**config.mk**
```make
export PLATFORM = sky130hd
export DESIGN_NAME = uart_rx
export DESIGN_NICKNAME = d
export VERILOG_FILES = /design/src/rtl/uart_rx.sv
export SDC_FILE = /design/constraint.sdc
export NUM_CORES = 1
export LEC_CHECK = 0
export CAP_MARGIN = 40
export CORE_MARGIN = 2
export CORE_UTILIZATION = 48
export CTS_CLUSTER_DIAMETER = 60
export DETAILED_ROUTE_END_ITERATION = 10
export PLACE_DENSITY = 0.67
export RECOVER_POWER = 25
export SYNTH_ARGS = -nofsm -noshare
export SYNTH_HDL_FRONTEND = slang
export SYNTH_SLANG_ARGS = --single-unit
```
**constraint.sdc**
```tcl
create_clock -name clk -period 3.6 [get_ports clk]
set_clock_uncertainty 0.2 [all_clocks]
set_input_delay 0.36 -clock clk [delete_from_list [all_inputs] [get_ports clk]]
set_output_delay 0.36 -clock clk [all_outputs]
set_load 0.03 [all_outputs]
```
**src/rtl/uart_rx.sv**
```systemverilog
// uart_rx: oversampling-free UART receiver, mid-bit sampling, 8N1/8N2 style frames.
// Line input is double-synchronized; valid / frame_err are single-cycle pulses.
module uart_rx #(
    parameter int BIT_RATE     = 9600,
    parameter int CLK_HZ       = 50_000_000,
    parameter int PAYLOAD_BITS = 8,
    parameter int STOP_BITS    = 1
) (
    input  logic                    clk,
    input  logic                    reset,
    input  logic                    uart_rxd,
    input  logic                    uart_rx_en,
    output logic                    uart_rx_busy,
    output logic                    uart_rx_valid,
    output logic                    uart_rx_frame_err,
    output logic [PAYLOAD_BITS-1:0] uart_rx_data
);
    localparam int CPB  = CLK_HZ / BIT_RATE;
    localparam int HALF = CPB / 2;
    localparam int CW   = 1 + $clog2(CPB);
    localparam int BW   = $clog2(PAYLOAD_BITS + STOP_BITS + 1);

    typedef enum logic [1:0] {IDLE, START, RECV, STOP} state_t;

    state_t                  state_q, state_d;
    logic [CW-1:0]           cnt_q, cnt_d;
    logic [BW-1:0]           bits_q, bits_d;
    logic [PAYLOAD_BITS-1:0] shift_q, shift_d, data_q, data_d;
    logic                    err_q, err_d, valid_q, valid_d, ferr_q, ferr_d;
    logic [1:0]              sync_q;
    logic                    prev_q;
    logic                    rxd_s, fall, bit_end, stop_bad;

    assign rxd_s    = sync_q[1];
    assign fall     = prev_q & ~rxd_s;
    assign bit_end  = cnt_q == CW'(CPB - 1);
    assign stop_bad = err_q | ~rxd_s;

    assign uart_rx_busy      = state_q != IDLE;
    assign uart_rx_valid     = valid_q;
    assign uart_rx_frame_err = ferr_q;
    assign uart_rx_data      = data_q;

    always_comb begin
        state_d = state_q;
        cnt_d   = cnt_q + CW'(1);
        bits_d  = bits_q;
        shift_d = shift_q;
        err_d   = err_q;
        data_d  = data_q;
        valid_d = 1'b0;
        ferr_d  = 1'b0;
        case (state_q)
            IDLE: begin
                cnt_d  = '0;
                bits_d = '0;
                err_d  = 1'b0;
                if (fall && uart_rx_en) state_d = START;
            end
            START: if (cnt_q == CW'(HALF - 1)) begin
                cnt_d   = '0;
                state_d = rxd_s ? IDLE : RECV;
            end
            RECV: if (bit_end) begin
                cnt_d   = '0;
                shift_d = {rxd_s, shift_q[PAYLOAD_BITS-1:1]};
                bits_d  = (bits_q == BW'(PAYLOAD_BITS - 1)) ? '0 : bits_q + BW'(1);
                state_d = (bits_q == BW'(PAYLOAD_BITS - 1)) ? STOP : RECV;
            end
            default: if (bit_end) begin
                cnt_d  = '0;
                err_d  = stop_bad;
                bits_d = bits_q + BW'(1);
                if (bits_q == BW'(STOP_BITS - 1)) begin
                    state_d = IDLE;
                    valid_d = ~stop_bad;
                    ferr_d  = stop_bad;
                    data_d  = stop_bad ? data_q : shift_q;
                end
            end
        endcase
    end

    // Edge detector and synchronizer run in every state so a start edge is never missed.
    always_ff @(posedge clk or posedge reset) begin
        if (reset) begin
            state_q <= IDLE;
            cnt_q   <= '0;
            bits_q  <= '0;
            shift_q <= '0;
            err_q   <= 1'b0;
            data_q  <= '0;
            valid_q <= 1'b0;
            ferr_q  <= 1'b0;
            sync_q  <= 2'b11;
            prev_q  <= 1'b1;
        end else begin
            state_q <= state_d;
            cnt_q   <= cnt_d;
            bits_q  <= bits_d;
            shift_q <= shift_d;
            err_q   <= err_d;
            data_q  <= data_d;
            valid_q <= valid_d;
            ferr_q  <= ferr_d;
            sync_q  <= {sync_q[0], uart_rxd};
            prev_q  <= rxd_s;
        end
    end
endmodule

```
# Word-level counts from Yosys, hierarchy flattened
# Cells that the tools add are included.
[classes] n_addsub=2 mul=0 div=0 magnitude_cmp=0 eq_ne=8 shift=0 muxes=23 bitwise=7 reduce_logical=14
[op_table] operator="$mux 14" n=2
[op_table] operator="$pmux 14 s2" n=1
[op_table] operator="$add 14x1->14 const B" n=1
[op_table] operator="$eq 14x12->1 const B" n=1
[op_table] operator="$eq 14x13->1 const B" n=1
[op_table] operator="$mux 2" n=6
[op_table] operator="$mux 4" n=3
[op_table] operator="$pmux 4 s3" n=1
[op_table] operator="$mux 1" n=8
[op_table] operator="$ne 2x2->1 const B" n=3
[op_table] operator="$pmux 2 s3" n=1
[op_table] operator="$not 1->1" n=5
[op_table] operator="$reduce_and 5->1" n=1
[op_table] operator="$add 4x1->4 const B" n=1
[op_table] operator="$eq 4x3->1 const B" n=1
[op_table] operator="$logic_not 4->1" n=1
[op_table] operator="$reduce_and 2->1" n=2
[op_table] operator="$reduce_and 4->1" n=1
[op_table] operator="$reduce_bool 2->1" n=2
[op_table] operator="$reduce_bool 4->1" n=1
[op_table] operator="$reduce_and 3->1" n=1
[op_table] operator="$reduce_bool 3->1" n=1
[op_table] operator="$reduce_or 3->1" n=1
[op_table] operator="$eq 2x1->1 const B" n=1
[op_table] operator="other kinds (7)" n=7
[word_totals] reg_bits=42 latch_bits=0 mem_bits_rw=0 mem_bits_ro=0 input_bits=4 output_inout_bits=11 elab_cells=64 n_memories=0

# Depth between registers and ports, before layout
[logic_depth] word_depth=6 mapped_depth=7 ltp_nobuf=6

# Worst setup path before layout
# No wires, ideal clock.
[synth_path] kind="register -> register" start="register cnt_q[0]" end="register data_q[0] (netlist: uart_rx_data[0])" setup_ps=125 arrival_ps=2341 t_required_ps=3275 path_slack_ps=934 stages_incl_launch_ff=7 path_buffers=1 period_less_slack_ps=2666 cell_sequence="dfrtp_1 ha_1 or4b_4 or4_4 nor3b_2 buf_6 mux2_2"
[synth_between] elab_chain_len=2
[synth_lines] item="start, declared" line_no="26" text="logic [CW-1:0] cnt_q, cnt_d;"
[synth_lines] item="start signal, assigned" line_no="99" text="cnt_q <= cnt_d;"
[synth_lines] item="$eq 14x13->1" line_no="36" text="assign bit_end = cnt_q == CW'(CPB - 1);"
[synth_lines] item="$reduce_and 4->1 (no line)"
[synth_lines] item="end signal, assigned" line_no="103" text="data_q <= data_d;"
[synth_lines] item="end, declared" line_no="28" text="logic [PAYLOAD_BITS-1:0] shift_q, shift_d, data_q, data_d;"
# Every way passes these cells.
# A chain may end at the register's enable or synchronous reset.

# Worst setup path in the final report
[layout_path] start="register cnt_q[0]" end="register data_q[1] (netlist: uart_rx_data[1])"
# The elaborated chain is that of the path after synthesis.

==> impl_metrics.py <==
metrics = {
    "critical_path": {
        "required_ns": 3.58,
        "end_kind": "register",
        "cp_data_arrival_time_ns": 2.86,
        "crit_fanout": 9,
        "startpoint_type": "register",
        "path_class": "register to register",
    },
    "cts": {
        "cts_resized": 0,
        "insertion_delay_ns": 0.29,
        "clk_pin_slew_ns": 0.08,
        "cts_buffers": 5,
        "cts_tree": "done",
        "clock-root-buffer": "clkbuf_8",
        "post_cts_buffers": 0,
        "hold_buffers": 0,
        "numClockSinks": 42,
        "cts_buffer_depth": 2,
        "htree_levels": 2,
    },
    "logic_synthesis": {
        "syn_area_um2": 2020,
        "yosysMostFrequentCell": "dfrtp_1",
        "syn_area_per_cell_um2": 12.0,
        "synth_edf_count": 0,
        "synth_top_area_cell": "dfrtp_1",
        "synth_seq_cells": 42,
        "ys_async_sr_fraction_pct": 100,
        "synth.top_cell.area_share_pct": 48.3,
        "synth.distinct_cells": 46,
        "synthCells": 168,
        "ys_warn_count": 0,
        "synthTopCellsByCount": "dfrtp_1 (39), mux2_2 (17), nor2_1 (12), xor2_1 (8)",
        "ys.flop_type": "dfrtp_1",
        "synthTopCellsByArea": "dfrtp_1 (48%), mux2_2 (9.5%), ha_1 (4.3%)",
        "ys_seq_area_share_pct": 52.2,
        "synth.net_count": 179,
    },
    "global_route": {
        "grt_max_degree": 43,
        "grt_use_total_pct": 18.2,
        "antenna_found_initial": 0,
        "first_global_vias": 1394,
        "grt-ovfl-total": 0,
        "grt_pass1_wl_um": 6350,
    },
    "drt": {
        "drc_errors": 0,
        "routed_wl_um": 3610,
        "route.met3.wl_um": 117,
        "wl_met1_um": 1650,
        "met2_length_um": 1820,
        "first_iter_violations": 59,
        "top_layer_used": "met4",
        "vias_per_cell": 5.60,
        "wl_per_cell_um": 15.2,
        "vias": 1328,
        "drt_pre_antenna_iters": 4,
        "ant_nets": 0,
    },
    "sta": {
        "fin_crit_sh_pct": 80.0,
        "drv_slew": 43,
        "worstMarginPinSlew_ns": 2.16,
        "timing.hold.ws_ns": 0.163,
        "period_minus_slack_ns": 2.88,
        "fin_tns_setup_ns": 0,
        "rsz0062_at_grt": "false",
        "max_freq_mhz": 347,
        "hold_viol": 0,
        "setup_slack_ns": 0.721,
        "max-slew-margin-rel_pct": -44.2,
        "setup_viol": 0,
    },
    "final_layout": {
        "final_cells": 237,
        "diodes": 0,
        "final_nets": 197,
        "final_layout_size_suffix_gt1_share_pct": 18.2,
        "area_growth_pct": 13.5,
    },
    "floorplan": {
        "die_h_um": 68.9,
        "chipWidth_um": 68.9,
        "io_pins": 15,
        "fp-row-count": 23,
        "initial_core_util_pct": 50.2,
        "core_area_um2": 4030,
        "die_area_um2": 4740,
    },
    "min_path": {
        "hold_class": "register to register",
    },
    "run_status": {
        "failed_checks": "max-capacitance violations, max-slew violations",
        "run_status": "finished, violations left",
    },
    "placement": {
        "gp_congestion": 0.823,
        "pre_cts_ws_ns": 0.766,
        "hpwl_um": 2550,
        "placed_cells": 229,
        "port_buffers": 14,
    },
    "pwr": {
        "switching_share_pct": 21.4,
        "vdd_drop_max_mv": 0.289,
        "combPwrFrac_pct": 1.7,
        "p_seq_share_pct": 60.8,
        "p_leak_nw": 1.08,
        "intPower_w": 0.000614,
        "clkPwrFrac_pct": 37.5,
        "p_sw_w": 0.000167,
        "power_density_nw_per_um2": 341,
    },
    "job": {
        "drv_cap": 1,
    },
}
power by group through the flow:
stage	Clock (W)	Sequential [W]	Combinational, W
floorplan	0	0.000484	0.00000802
global placement	0	0.000485	0.0000142
detailed placement	0	0.000485	0.0000151
CTS	0.000307	0.000475	0.0000149
global route	0.000325	0.000476	0.0000155
finish	0.000293	0.000475	0.0000131
cells in the final DEF (no fill, tap or decap), drive strengths merged, types with 4 or more instances in the layout:
cell / Yosys / final
clkbuf: 3 / 7
ha: 7 / 7
nor2: 12 / 12
dfrtp: 39 / 39
mux2: 17 / 17
nand4: 4 / 4
nand3: 6 / 6
xor2: 8 / 8
clkdlybuf4s50: 0 / 12
nor2b: 4 / 4
nand2: 6 / 6
inv: 7 / 7
path summary, 6_finish.rpt:
kind | startpoint | end | slack (ns) | cells past startpoint
worst max-delay path | cnt_q[0]$_DFF_PP0_ | uart_rx_data[1]$_DFFE_PP0P_ | 0.72 | 6
worst min-delay path | sync_q[0]$_DFF_PP1_ | sync_q[1]$_DFF_PP1_ | 0.16 | 0
worst max register to register | cnt_q[0]$_DFF_PP0_ | uart_rx_data[1]$_DFFE_PP0P_ | 0.72 | 6
worst min register to register | sync_q[0]$_DFF_PP1_ | sync_q[1]$_DFF_PP1_ | 0.16 | 0
max in group asynchronous | reset | state_q[1]$_DFFE_PP0P_ | 0.86 | 3
min in group asynchronous | reset | err_q$_DFFE_PP0P_ | 1.12 | 3
area by class of cell:
cell class | count | area [µm²]
Clock buffer | 6 | 72.6
Tap cell | 50 | 62.6
Sequential cell | 42 | 1050
Fill cell | 326 | 1740
Clock inverter | 2 | 13.8
Timing Repair Buffer | 16 | 151
Multi-Input combinational cell | 114 | 912
Inverter | 7 | 26.3
registers in the layout (all words and copies together), names as in the netlist:
register	flops
uart_rx_valid	1
err_q	1
state_q	2
sync_q	2
bits_q	4
uart_rx_data	8
shift_q	8
cnt_q	14
uart_rx_frame_err	1
prev_q	1
worst max-delay path: stages, from the launching register on:
cell and delay [ns]:
dfrtp_1 0.38, ha_1 0.29, or4b_4 0.54, or4_4 0.59
nor3b_2 0.21, buf_4 0.20, mux2_2 0.35
per-layer routing:
layer	vias to the layer above	GRT usage [%]
li1	638	-
met1	663	23.3
met2	25	30.6
met3	2	3.90
met4	0	6.13
met5	-	0
logic make-up (layout without fill, tap and decap cells):
logic type / Yosys count / in the layout / synth area share (%)
AOI/OAI and AO/OA: 20 / 20 / 7.86
DFF: 42 / 42 / 52.2
muxes: 19 / 19 / 10.5
adders and majority gates: 7 / 7 / 4.33
buffers and inverters: 12 / 31 / 2.66
and+or+nand+nor: 58 / 58 / 18.1
xor gates and xnor gates: 10 / 10 / 4.33
through the flow:
stage,instance area [µm²],util (%),power [W]
floorplan,2020,-,0.000492
global placement,2210,54.9,0.000499
detailed placement,2210,54.9,0.000500
CTS,2300,57.0,0.000798
global route,2290,56.9,0.000816
finish,2290,56.9,0.000782
Note: power is estimated with default switching activity, not from simulation.
